===== config.mk =====
export PLATFORM = sky130hd
export DESIGN_NAME = fb_arbiter
export DESIGN_NICKNAME = d
export VERILOG_FILES = /design/src/rtl/fb_arbiter.sv
export SDC_FILE = /design/constraint.sdc
export NUM_CORES = 1
export LEC_CHECK = 0
export BUFFER_PORTS_ARGS = -buffer_cell sky130_fd_sc_hd__buf_4
export CORE_MARGIN = 2
export CORE_UTILIZATION = 25
export CTS_CLUSTER_DIAMETER = 30
export DETAILED_ROUTE_END_ITERATION = 10
export SETUP_SLACK_MARGIN = 0.3
export SLEW_MARGIN = 20
export SYNTH_ARGS = -nofsm -noshare
export SYNTH_HDL_FRONTEND = slang
export SYNTH_SLANG_ARGS = --single-unit

===== constraint.sdc =====
create_clock -name clk_25M -period 4.5 [get_ports clk_25M]
set_clock_uncertainty 0.1 [all_clocks]
set_input_delay 0.9 -clock clk_25M [delete_from_list [all_inputs] [get_ports clk_25M]]
set_output_delay 0.9 -clock clk_25M [all_outputs]
set_load 0.02 [all_outputs]

===== src/rtl/fb_arbiter.sv =====
// fb_arbiter: shares one single-port framebuffer RAM between the VGA pixel
// fetch and a CPU port. The framebuffer is 160x120 bytes (RRRGGGBB), each
// byte covering a 4x4 block of screen pixels.
//
// Every active-region cycle with x_pos[1:0] == 0 is a display slot: the RAM
// is addressed with the pixel block and the returned byte is loaded into the
// pixel register one cycle later. All other cycles are CPU slots, so a CPU
// request waits at most one cycle.
//
// Ports
//   clk_25M, rst                  pixel clock, synchronous active-high reset
//   x_pos, y_pos                  raster position from the VGA timing block
//   cpu_req/we/addr/wdata         CPU request (held until cpu_gnt)
//   cpu_gnt, cpu_err              grant pulse, out-of-range address flag
//   cpu_rdata, cpu_rvalid         read response, one cycle after the grant
//   ram_addr/we/wdata, ram_rdata  single-port RAM, one-cycle read latency
//   redOut, greenOut, blueOut     pixel colour to the VGA timing block
//
// Build option
//   FB_CPU_READ_EN  when defined, CPU reads return data. When undefined, reads
//                   are granted as no-ops and cpu_rvalid/cpu_rdata stay 0.
module fb_arbiter (
  input  logic        clk_25M,
  input  logic        rst,
  input  logic [9:0]  x_pos,
  input  logic [9:0]  y_pos,
  input  logic        cpu_req,
  input  logic        cpu_we,
  input  logic [14:0] cpu_addr,
  input  logic [7:0]  cpu_wdata,
  output logic        cpu_gnt,
  output logic        cpu_err,
  output logic [7:0]  cpu_rdata,
  output logic        cpu_rvalid,
  output logic [14:0] ram_addr,
  output logic        ram_we,
  output logic [7:0]  ram_wdata,
  input  logic [7:0]  ram_rdata,
  output logic [2:0]  redOut,
  output logic [2:0]  greenOut,
  output logic [1:0]  blueOut
);

  localparam logic [14:0] FB_WORDS = 15'd19200;

  logic        active;
  logic        disp_slot;
  logic [14:0] row_base;
  logic [14:0] disp_addr;
  logic        rd_issue;

  logic [14:0] addr_q;
  logic [7:0]  wdata_q;
  logic [7:0]  rdata_q;
  logic [7:0]  pix_q;
  logic        rd_pend_q;
  logic        rd_err_q;
  logic        fetch_q;

  assign active    = (x_pos < 10'd640) && (y_pos < 10'd480);
  assign disp_slot = active && (x_pos[1:0] == 2'b00);
  assign row_base  = {8'd0, y_pos[8:2]} * 15'd160;
  assign disp_addr = row_base + {7'd0, x_pos[9:2]};

`ifdef FB_CPU_READ_EN
  assign rd_issue = cpu_gnt && !cpu_we;
`else
  assign rd_issue = 1'b0;
`endif

  // Outputs are forced to zero while rst is high so that reset is visible in
  // the same cycle, not only after the next edge.
  always_comb begin
    cpu_gnt    = 1'b0;
    cpu_err    = 1'b0;
    cpu_rvalid = 1'b0;
    cpu_rdata  = 8'h00;
    ram_addr   = 15'd0;
    ram_we     = 1'b0;
    ram_wdata  = 8'h00;
    redOut     = 3'd0;
    greenOut   = 3'd0;
    blueOut    = 2'd0;
    if (!rst) begin
      cpu_gnt  = cpu_req && !disp_slot;
      cpu_err  = cpu_gnt && (cpu_addr >= FB_WORDS);
      ram_we   = cpu_gnt && cpu_we && !cpu_err;
      if (disp_slot)
        ram_addr = disp_addr;
      else if (cpu_gnt)
        ram_addr = cpu_addr;
      else
        ram_addr = addr_q;
      ram_wdata  = (cpu_gnt && cpu_we) ? cpu_wdata : wdata_q;
      cpu_rvalid = rd_pend_q;
      if (rd_pend_q)
        cpu_rdata = rd_err_q ? 8'h00 : ram_rdata;
      else
        cpu_rdata = rdata_q;
      // Gating by the active region keeps the last fetched pixel of a line
      // from leaking into the blanking interval.
      if (active) begin
        redOut   = pix_q[7:5];
        greenOut = pix_q[4:2];
        blueOut  = pix_q[1:0];
      end
    end
  end

  always_ff @(posedge clk_25M) begin
    if (rst) begin
      addr_q    <= 15'd0;
      wdata_q   <= 8'h00;
      rdata_q   <= 8'h00;
      pix_q     <= 8'h00;
      rd_pend_q <= 1'b0;
      rd_err_q  <= 1'b0;
      fetch_q   <= 1'b0;
    end else begin
      addr_q    <= ram_addr;
      if (cpu_gnt && cpu_we)
        wdata_q <= cpu_wdata;
      if (cpu_rvalid)
        rdata_q <= cpu_rdata;
      rd_pend_q <= rd_issue;
      rd_err_q  <= cpu_err;
      fetch_q   <= disp_slot;
      if (fetch_q)
        pix_q <= active ? ram_rdata : 8'h00;
    end
  end

  // A read response needs a CPU slot in the previous cycle, a pixel load
  // needs a display slot there, so the two can never coincide.
  assert property (@(posedge clk_25M) disable iff (rst) !(rd_pend_q && fetch_q));

endmodule


==> impl_metrics.env <==
export IMPL_die_x_um=98.94
export IMPL_first_pass_iters=4
export IMPL_cts_root_buf="clkbuf_8"
export IMPL_wl_per_cell_um=12.93
export IMPL_synth_top_family_by_area="compound AO/OA/AOI/OAI gates"
export IMPL_path_delay_family="adder cells"
export IMPL_num_vias=2131
export IMPL_drc=0
export IMPL_overflow=0
export IMPL_clockBufferDepth=2
export IMPL_grt_pass1_vias=1963
export IMPL_synth_fa_ha_area_share_pct=8.995
export IMPL_outcome="complete, no violations"
export IMPL_netlist_area_leader_share_pct=35.54
export IMPL_min_from="rdata_q[7]"
export IMPL_max_slew_margin_rel_pct=55.23
export IMPL_fin_crit_ps=4098
export IMPL_rows=34
export IMPL_reg2reg_depth=4
export IMPL_grt_pass1_wl_um=9259
export IMPL_p_int_w=0.0006629
export IMPL_final_setup_viol_count=0
export IMPL_critPathKind="in -> out"
export IMPL_reg2reg_slack_ps=3100
export IMPL_worst_setup_path_start_kind="input port"
export IMPL_cp_end_kind="output pin"
export IMPL_p_sw_w=0.0002703
export IMPL_worstPathMaxFanout=3
export IMPL_dp_cells=438
export IMPL_register_area_sq_um=800.8
export IMPL_ir_drop_v=0.0001148
export IMPL_syn_avg_cell_area_sq_um=9.086
export IMPL_start_util_pct=25.84
export IMPL_grt_use_met2_pct=18.35
export IMPL_yosysWarningCount=0
export IMPL_final_common_cell="buf_4"
export IMPL_grtUsageTotal_pct=11.46
export IMPL_setup_tns_ps=0
export IMPL_r2r_start="fetch_q"
export IMPL_synthMuxAreaShare_pct=8.440
export IMPL_layout_cells_non_filler=451
export IMPL_p_clk_share_pct=30.5
export IMPL_path_cells="buf_4, ha_4, ha_4, inv_1, fa_2, xnor2_2, o2111ai_4, nor3_4, nand3_2, a221oi_2, buf_4"
export IMPL_critPathArrivalTime_ps=3100
export IMPL_finalHoldViolCount=0
export IMPL_grt_busiest_layer="met2"
export IMPL_tightestPinTransition_ps=671.6
export IMPL_vias_per_cell=4.725
export IMPL_worst_path_buf_inv=3
export IMPL_cap_viol_max_count=0
export IMPL_synth_cell_types=45
export IMPL_cts_tree="built"
export IMPL_seq_area_frac_synth_pct=35.54
export IMPL_coreArea_sq_mm=0.008721
export IMPL_clk_latency_ps=280
export IMPL_pre_cts_ws_ps=176.7
export IMPL_gp_congestion=0.7970
export IMPL_p_comb_share_pct=29.7
export IMPL_dp_hpwl_um=4327
export IMPL_grt_max_degree=67
export IMPL_synth_edf_count=0
export IMPL_use_met1_pct=14.86
export IMPL_fin_util_pct=37.99
export IMPL_routed_wl_um=5831
export IMPL_synth_compound_area_share_pct=20.82
export IMPL_synth_xor_area_share_pct=3.831
export IMPL_io_buffers=94
export IMPL_fmax_ghz=0.2440
export IMPL_mostFrequentLayoutCells="101 x buf_4, 45 x nor2_1, 40 x dfxtp_1, 30 x a211oi_1, 19 x mux2i_1"
export IMPL_antenna_found_initial=0
export IMPL_num_io_pins=98
export IMPL_min_path_type="reg -> reg"
export IMPL_syn_nets=318
export IMPL_ys_ff_latch=40
export IMPL_finalWorstSetupSlack_ps=401.6
export IMPL_p_seq_share_pct=39.8
export IMPL_nFillCells=890
export IMPL_power_density_mw_per_mm2=281.7
export IMPL_synth_area_sq_mm=0.002253
export IMPL_cts_clk_slew_worst_paths_ps=70
export IMPL_slowest_stage="fa_2"
export IMPL_clock_sinks=40
export IMPL_holdPathStages=1
export IMPL_cp_required_ps=3500
export IMPL_die_y_um=98.94
export IMPL_first_iter_violations=77
export IMPL_final_layout_size_suffix_gt1_share_pct=37.61
export IMPL_synth_area_top_cells="dfxtp_1 36%, a211oi_1 10%, mux2i_1 8.4%, nor2_1 7.5%, ha_1 7.2%"
export IMPL_h_tree_depth=2
export IMPL_cp_slowest_stage_delay_ps=390
export IMPL_ant_nets=0
export IMPL_areaGrowthSynthToFinish_pct=47.03
export IMPL_multi_input_area_sq_mm=0.001489
export IMPL_grt_setup_unrepaired="false"
export IMPL_synthSimpleGateAreaFrac_pct=18.49
export IMPL_cts_buffers=5
export IMPL_grt_use_met3_pct=3.050
export IMPL_switching_share_pct=28.96
export IMPL_fin_crit_sh_pct=91.07
export IMPL_power_leakage_nw=1.492
export IMPL_die_area_sq_mm=0.009789
export IMPL_nNetsFinal=412
export IMPL_diodes=0
export IMPL_async_flop_share_pct=0
export IMPL_postSynthCellCount=248
export IMPL_holdBufCountCts=0
export IMPL_final_max_slew_viol_count=0
export IMPL_yosys_area_top_type="dfxtp_1"
export IMPL_reg2reg_to="pix_q[0]"
export IMPL_synth_ff_type="dfxtp_1"
export IMPL_holdPathEnd="rdata_q[7]"
metrics by stage:
stage	total power, W	hold WS, ps	area [sq um]
after floorplan	0.0005320	359.9	2253
after global placement	0.0006165	357.6	3048
after detailed placement	0.0006186	363.0	3048
after CTS	0.0009276	374.5	3207
after global routing	0.0009931	382.7	3313
final	0.0009332	369.7	3313
state kept, by name (all words and copies together) (netlist names):
signal	cells
addr_q	15
fetch_q	1
pix_q	8
rdata_q	8
wdata_q	8
power by group through the flow:
stage / sequential [W] / combinational (W) / clock (W)
after floorplan: 0.000379 / 0.000153 / 0
after global placement: 0.000379 / 0.000237 / 0
after detailed placement: 0.000380 / 0.000239 / 0
after CTS: 0.000371 / 0.000253 / 0.000303
after global routing: 0.000372 / 0.000304 / 0.000316
final: 0.000371 / 0.000277 / 0.000285
synth_stat cells, types with 2 or more instances:
master    count
and2_1        8
a21oi_1       4
dfxtp_1      40
nor2b_1      13
nor3_1        2
xor2_1        3
nand3_1       2
clkbuf_1      9
nor2_1       45
inv_1         5
nand2_1       3
buf_2         4
fa_1          2
a221oi_1      2
xnor2_1       5
a21o_1        3
nand2b_1      2
a311oi_1      2
a22oi_1       8
nor3b_1       2
ha_1         13
a211oi_1     30
mux2i_1      19
worst max path at each step:
stage	to	slack [ps]	start	depth (start not counted)
after global placement	ram_addr[13]	150	y_pos[3]	11
after floorplan	ram_addr[13]	310	y_pos[3]	9
after detailed placement	ram_addr[13]	180	y_pos[3]	11
final	ram_addr[14]	400	y_pos[3]	11
after global routing	ram_addr[14]	280	y_pos[4]	10
after CTS	ram_addr[14]	300	y_pos[3]	11
metal layers:
layer / share of wire, % / vias up / wire length [um]
met5: 0 / - / 0
met2: 47 / 61 / 2767
met1: 44 / 975 / 2579
met4: 1.6 / 0 / 96
li1: - / 1087 / -
met3: 6.7 / 8 / 389
area by class of cell:
| type | instances | share of cell area, % |
|---|---|---|
| Clock buffer | 6 | 2.190 |
| Clock inverter | 2 | 1.057 |
| Inverter | 6 | 0.6798 |
| Multi-Input combinational cell | 188 | 44.94 |
| Sequential cell | 40 | 24.17 |
| Tap cell | 108 | 4.079 |
| Timing Repair Buffer | 101 | 22.89 |
timing repair:
| action | CTS | global route |
|---|---|---|
| setup buffers | 1 | 4 |
| pin swaps | 2 | 11 |
| gates cloned | 0 | 0 |
| gates resized for setup | 8 | 11 |
| setup endpoints to repair | 3 | 3 |
cell families after synthesis:
| family | after synthesis |
|---|---|
| mux | 19 |
| xor+xnor | 9 |
| other cells | 1 |
| flops | 40 |
| buf+inv | 20 |
| simple gates | 84 |
| fa+ha+maj | 15 |
| compound gates | 60 |
Note: power is estimated with default switching activity, not from simulation.
